===== src/rtl/fp_pkg.sv =====
// Shared FPU definitions: rounding modes, flag positions, special-value builders.
package fp_pkg;

   localparam int STAGES = 6;
   localparam int PACK_W = 128;

   localparam logic [2:0] RM_RNE = 3'd0;
   localparam logic [2:0] RM_RTZ = 3'd1;
   localparam logic [2:0] RM_RDN = 3'd2;
   localparam logic [2:0] RM_RUP = 3'd3;
   localparam logic [2:0] RM_RMM = 3'd4;

   localparam int FLAG_NV = 4;
   localparam int FLAG_DZ = 3;
   localparam int FLAG_OF = 2;
   localparam int FLAG_UF = 1;
   localparam int FLAG_NX = 0;

   typedef enum logic [1:0] {SP_NONE, SP_NAN, SP_INF, SP_ZERO} specialT;

   // Results are right-aligned in PACK_W bits; callers cast down to their width.
   function automatic logic [PACK_W-1:0] canonicalNan(input int expW, input int fracW);
      logic [PACK_W-1:0] r;
      r = ((PACK_W'(1) << expW) - PACK_W'(1)) << (fracW - 1);
      r = r | (PACK_W'(1) << (fracW - 2));
      return r;
   endfunction

   // {exp, mantissa} of the largest finite magnitude, sign excluded.
   function automatic logic [PACK_W-1:0] maxFinite(input int expW, input int fracW);
      logic [PACK_W-1:0] r;
      r = ((PACK_W'(1) << expW) - PACK_W'(2)) << (fracW - 1);
      r = r | ((PACK_W'(1) << (fracW - 1)) - PACK_W'(1));
      return r;
   endfunction

endpackage


===== src/rtl/fp_round.sv =====
// Combinational rounder: applies the rounding mode to a normalised significand
// with guard/round/sticky and resolves mantissa carry and overflow.
module fp_round
   import fp_pkg::*;
#(
   parameter int FRAC_WIDTH = 24,
   parameter int EXP_WIDTH  = 8
) (
   input  logic                              sign,
   input  logic [FRAC_WIDTH-1:0]             mant,
   input  logic [2:0]                        grs,
   input  logic signed [EXP_WIDTH+2:0]       expVal,
   input  logic [2:0]                        rm,
   input  logic                              tiny,
   output logic [EXP_WIDTH+FRAC_WIDTH-2:0]   result,
   output logic                              of,
   output logic                              uf,
   output logic                              nx
);

   localparam int XW = EXP_WIDTH + 3;
   localparam int BW = EXP_WIDTH + FRAC_WIDTH - 1;
   localparam logic signed [XW-1:0] MAX_EXP = XW'((1 << EXP_WIDTH) - 1);
   localparam logic [BW-1:0] MAXF = BW'(maxFinite(EXP_WIDTH, FRAC_WIDTH));

   logic                  inexact, inc, toInf, ovf;
   logic [FRAC_WIDTH:0]   sum;
   logic [FRAC_WIDTH-1:0] mantR;
   logic signed [XW-1:0]  expR;

   assign inexact = |grs;

   always_comb begin
      inc   = 1'b0;
      toInf = 1'b1;
      case (rm)
         RM_RTZ: begin inc = 1'b0;             toInf = 1'b0;  end
         RM_RDN: begin inc = sign & inexact;   toInf = sign;  end
         RM_RUP: begin inc = ~sign & inexact;  toInf = ~sign; end
         RM_RMM: begin inc = grs[2];           toInf = 1'b1;  end
         default: begin inc = grs[2] & (grs[1] | grs[0] | mant[0]); toInf = 1'b1; end
      endcase
   end

   // A carry out of the top bit renormalises by one; a subnormal that rounds up
   // into the hidden bit becomes normal through the hidden-bit test below.
   assign sum   = {1'b0, mant} + {{FRAC_WIDTH{1'b0}}, inc};
   assign mantR = sum[FRAC_WIDTH] ? sum[FRAC_WIDTH:1] : sum[FRAC_WIDTH-1:0];
   assign expR  = expVal + {{(XW-1){1'b0}}, sum[FRAC_WIDTH]};
   assign ovf   = mantR[FRAC_WIDTH-1] && (expR >= MAX_EXP);

   always_comb begin
      result = {(mantR[FRAC_WIDTH-1] ? expR[EXP_WIDTH-1:0] : {EXP_WIDTH{1'b0}}),
                mantR[FRAC_WIDTH-2:0]};
      of = 1'b0;
      uf = tiny & inexact;
      nx = inexact;
      if (ovf) begin
         result = toInf ? {{EXP_WIDTH{1'b1}}, {(FRAC_WIDTH-1){1'b0}}} : MAXF;
         of = 1'b1;
         uf = 1'b0;
         nx = 1'b1;
      end
   end

endmodule


===== src/rtl/floating_point_multiply_ieee.sv =====
// Six-stage IEEE-754 multiplier: unpack, multiply, normalise, denormalise,
// extract GRS, round/select. One common enable stalls the whole pipe.
module floating_point_multiply_ieee
   import fp_pkg::*;
#(
   parameter int FRAC_WIDTH = 24,
   parameter int EXP_WIDTH  = 8,
   parameter int TAG_WIDTH  = 5
) (
   input  logic                            clkIn,
   input  logic                            rstNIn,
   input  logic [FRAC_WIDTH+EXP_WIDTH-1:0] dataAIn,
   input  logic [FRAC_WIDTH+EXP_WIDTH-1:0] dataBIn,
   input  logic [2:0]                      rmIn,
   input  logic [TAG_WIDTH-1:0]            tagIn,
   input  logic                            validIn,
   output logic                            readyOut,
   output logic [FRAC_WIDTH+EXP_WIDTH-1:0] dataOut,
   output logic [4:0]                      flagsOut,
   output logic [TAG_WIDTH-1:0]            tagOut,
   output logic                            validOut,
   input  logic                            readyIn
);

   localparam int W    = FRAC_WIDTH + EXP_WIDTH;
   localparam int MW   = FRAC_WIDTH - 1;
   localparam int XW   = EXP_WIDTH + 3;
   localparam int PW   = 2 * FRAC_WIDTH;
   localparam int LZW  = $clog2(PW + 1);
   localparam int BIAS = (1 << (EXP_WIDTH - 1)) - 1;
   localparam logic [W-1:0] QNAN = W'(canonicalNan(EXP_WIDTH, FRAC_WIDTH));

   typedef struct packed {logic zero; logic inf; logic nan; logic snan;} clsT;

   typedef struct packed {
      logic                 sign;
      logic [2:0]           rm;
      logic [TAG_WIDTH-1:0] tag;
      specialT              spec;
      logic                 nv;
   } ctlT;

   typedef struct packed {
      ctlT ctl; logic [FRAC_WIDTH-1:0] sigA; logic [FRAC_WIDTH-1:0] sigB; logic [XW-1:0] expo;
   } s1T;
   typedef struct packed {ctlT ctl; logic [PW-1:0] prod; logic [XW-1:0] expo;} s2T;
   typedef struct packed {
      ctlT ctl; logic [PW-1:0] prod; logic sticky; logic [XW-1:0] expo; logic tiny;
   } s4T;
   typedef struct packed {
      ctlT ctl; logic [FRAC_WIDTH-1:0] mant; logic [2:0] grs; logic [XW-1:0] expo; logic tiny;
   } s5T;

   function automatic clsT classify(input logic [W-1:0] d);
      clsT r;
      logic [EXP_WIDTH-1:0] e;
      logic [MW-1:0] m;
      e      = d[W-2 -: EXP_WIDTH];
      m      = d[MW-1:0];
      r.zero = (e == '0) && (m == '0);
      r.inf  = (e == '1) && (m == '0);
      r.nan  = (e == '1) && (m != '0);
      r.snan = r.nan && !m[MW-1];
      return r;
   endfunction

   logic [STAGES:1] vldPipe;
   logic            stall, en, accept;
   s1T s1d, s1q;
   s2T s2d, s2q, s3d, s3q;
   s4T s4d, s4q;
   s5T s5d, s5q;
   clsT ca, cb;
   logic [EXP_WIDTH-1:0] expA, expB;
   logic [LZW-1:0]       lz;
   logic                 found;
   logic [XW-1:0]        shAmt;
   logic [2*PW-1:0]      ext;
   logic [W-2:0]         rndRes;
   logic                 rndOf, rndUf, rndNx;
   logic [W-1:0]         dataD;
   logic [4:0]           flagsD;

   assign validOut = vldPipe[STAGES];
   assign stall    = vldPipe[STAGES] & ~readyIn;
   assign readyOut = ~stall;
   assign en       = ~stall;
   assign accept   = validIn & readyOut;

   // Stage 1: classify operands; subnormals use exponent 1 with a clear hidden bit.
   always_comb begin
      s1d  = '0;
      ca   = classify(dataAIn);
      cb   = classify(dataBIn);
      expA = dataAIn[W-2 -: EXP_WIDTH];
      expB = dataBIn[W-2 -: EXP_WIDTH];
      s1d.ctl.sign = dataAIn[W-1] ^ dataBIn[W-1];
      s1d.ctl.rm   = rmIn;
      s1d.ctl.tag  = tagIn;
      s1d.ctl.nv   = ca.snan | cb.snan | (ca.inf & cb.zero) | (ca.zero & cb.inf);
      if (ca.nan | cb.nan | (ca.inf & cb.zero) | (ca.zero & cb.inf)) s1d.ctl.spec = SP_NAN;
      else if (ca.inf | cb.inf)                                      s1d.ctl.spec = SP_INF;
      else if (ca.zero | cb.zero)                                    s1d.ctl.spec = SP_ZERO;
      else                                                           s1d.ctl.spec = SP_NONE;
      s1d.sigA = {|expA, dataAIn[MW-1:0]};
      s1d.sigB = {|expB, dataBIn[MW-1:0]};
      s1d.expo = {3'b000, expA | EXP_WIDTH'(expA == '0)}
               + {3'b000, expB | EXP_WIDTH'(expB == '0)} - XW'(BIAS);
   end

   always_comb begin
      s2d      = '0;
      s2d.ctl  = s1q.ctl;
      s2d.prod = PW'(s1q.sigA) * PW'(s1q.sigB);
      s2d.expo = s1q.expo;
   end

   // Stage 3: bring the leading one to the top; the product's binary point
   // sits at PW-2, hence the +1 on the exponent.
   always_comb begin
      lz    = '0;
      found = 1'b0;
      for (int i = PW - 1; i >= 0; i--) begin
         if (!found) begin
            if (s2q.prod[i]) found = 1'b1;
            else             lz    = lz + LZW'(1);
         end
      end
      s3d      = '0;
      s3d.ctl  = s2q.ctl;
      s3d.prod = s2q.prod << lz;
      s3d.expo = s2q.expo + XW'(1) - XW'(lz);
   end

   // Stage 4: results below the normal range shift right to exponent 1,
   // folding the shifted-out bits into sticky.
   always_comb begin
      s4d        = '0;
      s4d.ctl    = s3q.ctl;
      s4d.prod   = s3q.prod;
      s4d.expo   = s3q.expo;
      shAmt      = '0;
      ext        = '0;
      if (s3q.expo[XW-1] || s3q.expo == '0) begin
         shAmt = XW'(1) - s3q.expo;
         if (shAmt > XW'(PW)) shAmt = XW'(PW);
         ext        = {s3q.prod, {PW{1'b0}}} >> shAmt;
         s4d.prod   = ext[2*PW-1:PW];
         s4d.sticky = |ext[PW-1:0];
         s4d.expo   = XW'(1);
         s4d.tiny   = 1'b1;
      end
   end

   always_comb begin
      s5d      = '0;
      s5d.ctl  = s4q.ctl;
      s5d.mant = s4q.prod[PW-1:FRAC_WIDTH];
      s5d.grs  = {s4q.prod[FRAC_WIDTH-1], s4q.prod[FRAC_WIDTH-2],
                  (|s4q.prod[FRAC_WIDTH-3:0]) | s4q.sticky};
      s5d.expo = s4q.expo;
      s5d.tiny = s4q.tiny;
   end

   fp_round #(.FRAC_WIDTH(FRAC_WIDTH), .EXP_WIDTH(EXP_WIDTH)) uRound (
      .sign(s5q.ctl.sign), .mant(s5q.mant), .grs(s5q.grs), .expVal(s5q.expo),
      .rm(s5q.ctl.rm), .tiny(s5q.tiny), .result(rndRes),
      .of(rndOf), .uf(rndUf), .nx(rndNx)
   );

   always_comb begin
      dataD  = {s5q.ctl.sign, rndRes};
      flagsD = '0;
      case (s5q.ctl.spec)
         SP_NAN: begin
            dataD           = QNAN;
            flagsD[FLAG_NV] = s5q.ctl.nv;
         end
         SP_INF:  dataD = {s5q.ctl.sign, {EXP_WIDTH{1'b1}}, {MW{1'b0}}};
         SP_ZERO: dataD = {s5q.ctl.sign, {(W-1){1'b0}}};
         default: begin
            flagsD[FLAG_OF] = rndOf;
            flagsD[FLAG_UF] = rndUf;
            flagsD[FLAG_NX] = rndNx;
         end
      endcase
   end

   always_ff @(posedge clkIn or negedge rstNIn) begin
      if (!rstNIn) begin
         vldPipe  <= '0;
         s1q      <= '0;
         s2q      <= '0;
         s3q      <= '0;
         s4q      <= '0;
         s5q      <= '0;
         dataOut  <= '0;
         flagsOut <= '0;
         tagOut   <= '0;
      end else if (en) begin
         vldPipe  <= {vldPipe[STAGES-1:1], accept};
         s1q      <= s1d;
         s2q      <= s2d;
         s3q      <= s3d;
         s4q      <= s4d;
         s5q      <= s5d;
         dataOut  <= dataD;
         flagsOut <= flagsD;
         tagOut   <= s5q.ctl.tag;
      end
   end

endmodule


===== config.mk =====
export PLATFORM = sky130hd
export DESIGN_NAME = floating_point_multiply_ieee
export DESIGN_NICKNAME = d
export VERILOG_FILES = /design/src/rtl/fp_pkg.sv /design/src/rtl/fp_round.sv /design/src/rtl/floating_point_multiply_ieee.sv
export SDC_FILE = /design/constraint.sdc
export NUM_CORES = 2
export LEC_CHECK = 0
export ABC_AREA = 1
export CELL_PAD_IN_SITES_DETAIL_PLACEMENT = 1
export CELL_PAD_IN_SITES_GLOBAL_PLACEMENT = 1
export CORE_MARGIN = 5
export CORE_UTILIZATION = 44
export DETAILED_ROUTE_END_ITERATION = 7
export DONT_BUFFER_PORTS = 1
export PLACE_DENSITY = 0.91
export SKIP_LAST_GASP = 1
export SYNTH_ARGS = -nofsm -noshare
export SYNTH_HDL_FRONTEND = slang
export SYNTH_SLANG_ARGS = --single-unit

===== constraint.sdc =====
create_clock -name clkIn -period 26.3 [get_ports clkIn]
set_clock_uncertainty 0.15 [all_clocks]
set_input_delay 2.63 -clock clkIn [delete_from_list [all_inputs] [get_ports clkIn]]
set_output_delay 2.63 -clock clkIn [all_outputs]
set_load 0.1 [all_outputs]

==> impl_metrics.toml <==
[global_routing]
overflow = 0
grt_usage_pct = 29.8
antenna_found_initial = 3
grt_pass1_wl_um = 269000
grt_pass1_vias = 49451
grt_max_degree = 383

[final_layout]
final_area_mm2 = 0.0509
nets = 7422
fin_cells = 8048
final_cell_mix = "nand2_1, inv_1, fa_1"
area_delta_synth_final_pct = 8.18
drive_gt1_share_pct = 8.16
diodes = 0
layout_commonest_cell = "nand2_1"

[worst_setup_path]
crit_start = "s2q[58]$_DFFE_PN0N_"
cpMostUsedCell = "inv_1"
crit_family = "adder cells"
start_kind = "flip-flop"
end_kind = "flip-flop"
r2r_start = "s2q[58]$_DFFE_PN0N_"
setup.worst_path.class = "reg2reg"
worstPathRequired_ps = 26610
slowest_delay_ps = 450
path_max_fanout = 3
arrival_ps = 25900
cpMaxStageDelayCell = "dfrtp_2"
crit_buf_inv = 46

[clocking]
cts_max_level = 2
numCtsBuffers = 48
holdBufCountCts = 0
clk_pin_slew_ps = 60
clock-sinks = 382
cts.path.max_buffers = 3
clockRootBuffer = "clkbuf_16"
clk-insertion-delay-late_ps = 690
cts_tree = "done"

[sta]
final.setup.tns_ps = 0
final.min_clock_period_ps = 25600
period_share_pct = 97.3
finalHoldViolCount = 0
worst_slew_pin_slew_ps = 1320
setup_violations = 0
slew_headroom_pct = 11.7
slew_violations = 0
clock.fmax_mhz = 39.1

[routing]
drt_wl_total_um = 182000
ant_nets = 0
vias = 45699
first_iter_violations = 3708
vias_per_cell = 5.68
drc = 0
first_pass_iters = 6
routedWlPerCell_um = 22.7

[floorplan]
die_h_um = 337
io_pins = 120
start_util_pct = 44.1
die_area_mm2 = 0.114
core-area_mm2 = 0.107
die_x_um = 337
rows = 120

[placement]
portBuffers = 0
placed_cell_area_mm2 = 0.0484
hpwl_um = 128000
dp.cells = 7944
gp_congestion = 0.980

[run]
max_cap_viol_count = 0

[yosys]
synth_edf_count = 0
syn_area_per_cell_um2 = 6.99
synth_ff_type = "dfrtp_1"
ys_seq_elements = 382
synth_warnings = 0
ys_async_sr_fraction_pct = 100
synth_nets = 7546
synth.cell_area_mm2 = 0.0471
synthCells = 6732
ys_types = 75
yosysSeqAreaShare_pct = 20.3

[outcome]
status = "finished clean"

[hold_path]
min-delay-start = "s2q[64]$_DFFE_PN0N_"
holdCritPathClass = "reg2reg"
## final timing paths
| path | end | slack, ps | depth (start not counted) |
|---|---|---|---|
| setup / recovery | s3q[9]$_DFFE_PN0N_ | 700 | 182 |
| hold / removal | s3q[64]$_DFFE_PN0N_ | 320 | 2 |
| setup reg to reg | s3q[9]$_DFFE_PN0N_ | 700 | 182 |
| hold reg to reg | s3q[64]$_DFFE_PN0N_ | 320 | 2 |
| max in group asynchronous | s2q[56]$_DFFE_PN0N_ | 23470 | 0 |
| min in group asynchronous | s2q[27]$_DFFE_PN0N_ | 1530 | 0 |
## per-stage QoR
stage	utilization (%)	setup slack [ps]	hold slack (ps)
6_report	47.8	703	322
5_1_grt	47.8	-584	329
2_1_floorplan	-	509	290
3_5_place_dp	45.4	-1350	308
3_3_place_gp	45.4	-29.3	301
4_1_cts	47.3	57.2	318
## routing by layer
layer  GRT usage, %  routed length [um]  part of all wire [%]
met5              0                  20                 0.011
met4           16.4               14600                   8.0
met3           4.68               11800                   6.4
met2           53.5               89900                    49
met1           33.8               66100                    36
## registers in the layout (all words and copies together), names as in the netlist
name,flops
dataOut,32
flagsOut,4
s1q,70
s2q,70
s3q,71
s4q,73
s5q,51
tagOut,5
vldPipe,6
## logic make-up (layout without fill, tap and decap cells)
family	Yosys count	in the layout	share of synthesized area, %
adder cells (fa/ha/maj)	738	738	27.3
AO/OA/AOI/OAI	796	796	9.23
flip-flops	382	382	20.3
buffers and inverters	1626	1539	13.8
XOR/XNOR	90	90	1.69
other	1	1	0.00797
multiplexers	4	4	0.0851
AND/OR/NAND/NOR	3095	3095	27.6
## cell usage after synthesis (6+ instances only)
cell type / n / area share (%)
nor2_1: 282 / 2.2
nor2_8: 7 / 0.30
clkinv_1: 9 / 0.072
nor3_1: 55 / 0.58
o21bai_1: 8 / 0.13
buf_6: 10 / 0.24
nand3_1: 305 / 3.2
clkbuf_1: 268 / 2.1
clkbuf_4: 10 / 0.16
nand3b_1: 6 / 0.096
buf_2: 13 / 0.14
ha_1: 254 / 6.8
o41ai_1: 7 / 0.13
nand3_2: 10 / 0.21
o21ai_2: 8 / 0.15
nand2_2: 25 / 0.33
nand2_1: 2244 / 18
inv_2: 40 / 0.32
inv_1: 1217 / 9.7
a31oi_1: 49 / 0.65
o31ai_1: 13 / 0.21
or2_2: 20 / 0.27
inv_4: 20 / 0.27
nor4_1: 34 / 0.45
o21ai_0: 439 / 4.7
buf_1: 9 / 0.072
fa_1: 484 / 21
nand4_1: 39 / 0.52
xor2_1: 64 / 1.2
a21oi_1: 106 / 1.1
nand2_4: 8 / 0.19
nor2_2: 13 / 0.17
nor2_4: 29 / 0.69
o22ai_1: 30 / 0.40
buf_4: 17 / 0.27
o21ai_1: 88 / 0.94
xnor2_1: 25 / 0.47
dfrtp_1: 382 / 20
o211ai_1: 20 / 0.32
## tightest hold or removal path, stage by stage, from the launching register on
cell	delay (ps)
dfrtp_1	340
nand2_1	50
nand2_1	50
## layout make-up
| class | instances | area (um2) |
|---|---|---|
| flip-flops and latches | 382 | 9560 |
| fillers | 13677 | 55700 |
| multi-input cells | 4724 | 31600 |
| well taps | 1403 | 1760 |
| clock inverters | 27 | 526 |
| inverters | 1289 | 4910 |
| repair buffers | 163 | 1260 |
| clock buffers | 60 | 1300 |
## repair_timing
item | 4_1_cts | 5_1_grt
resized for setup | 50 | 77
pin swaps | 22 | 50
setup buffers | 6 | 11
setup endpoints to repair | 57 | 58
Power is left out: the tool's default activity adds up to more than one toggle a clock period on the data nets, which glitch-free logic cannot reach.
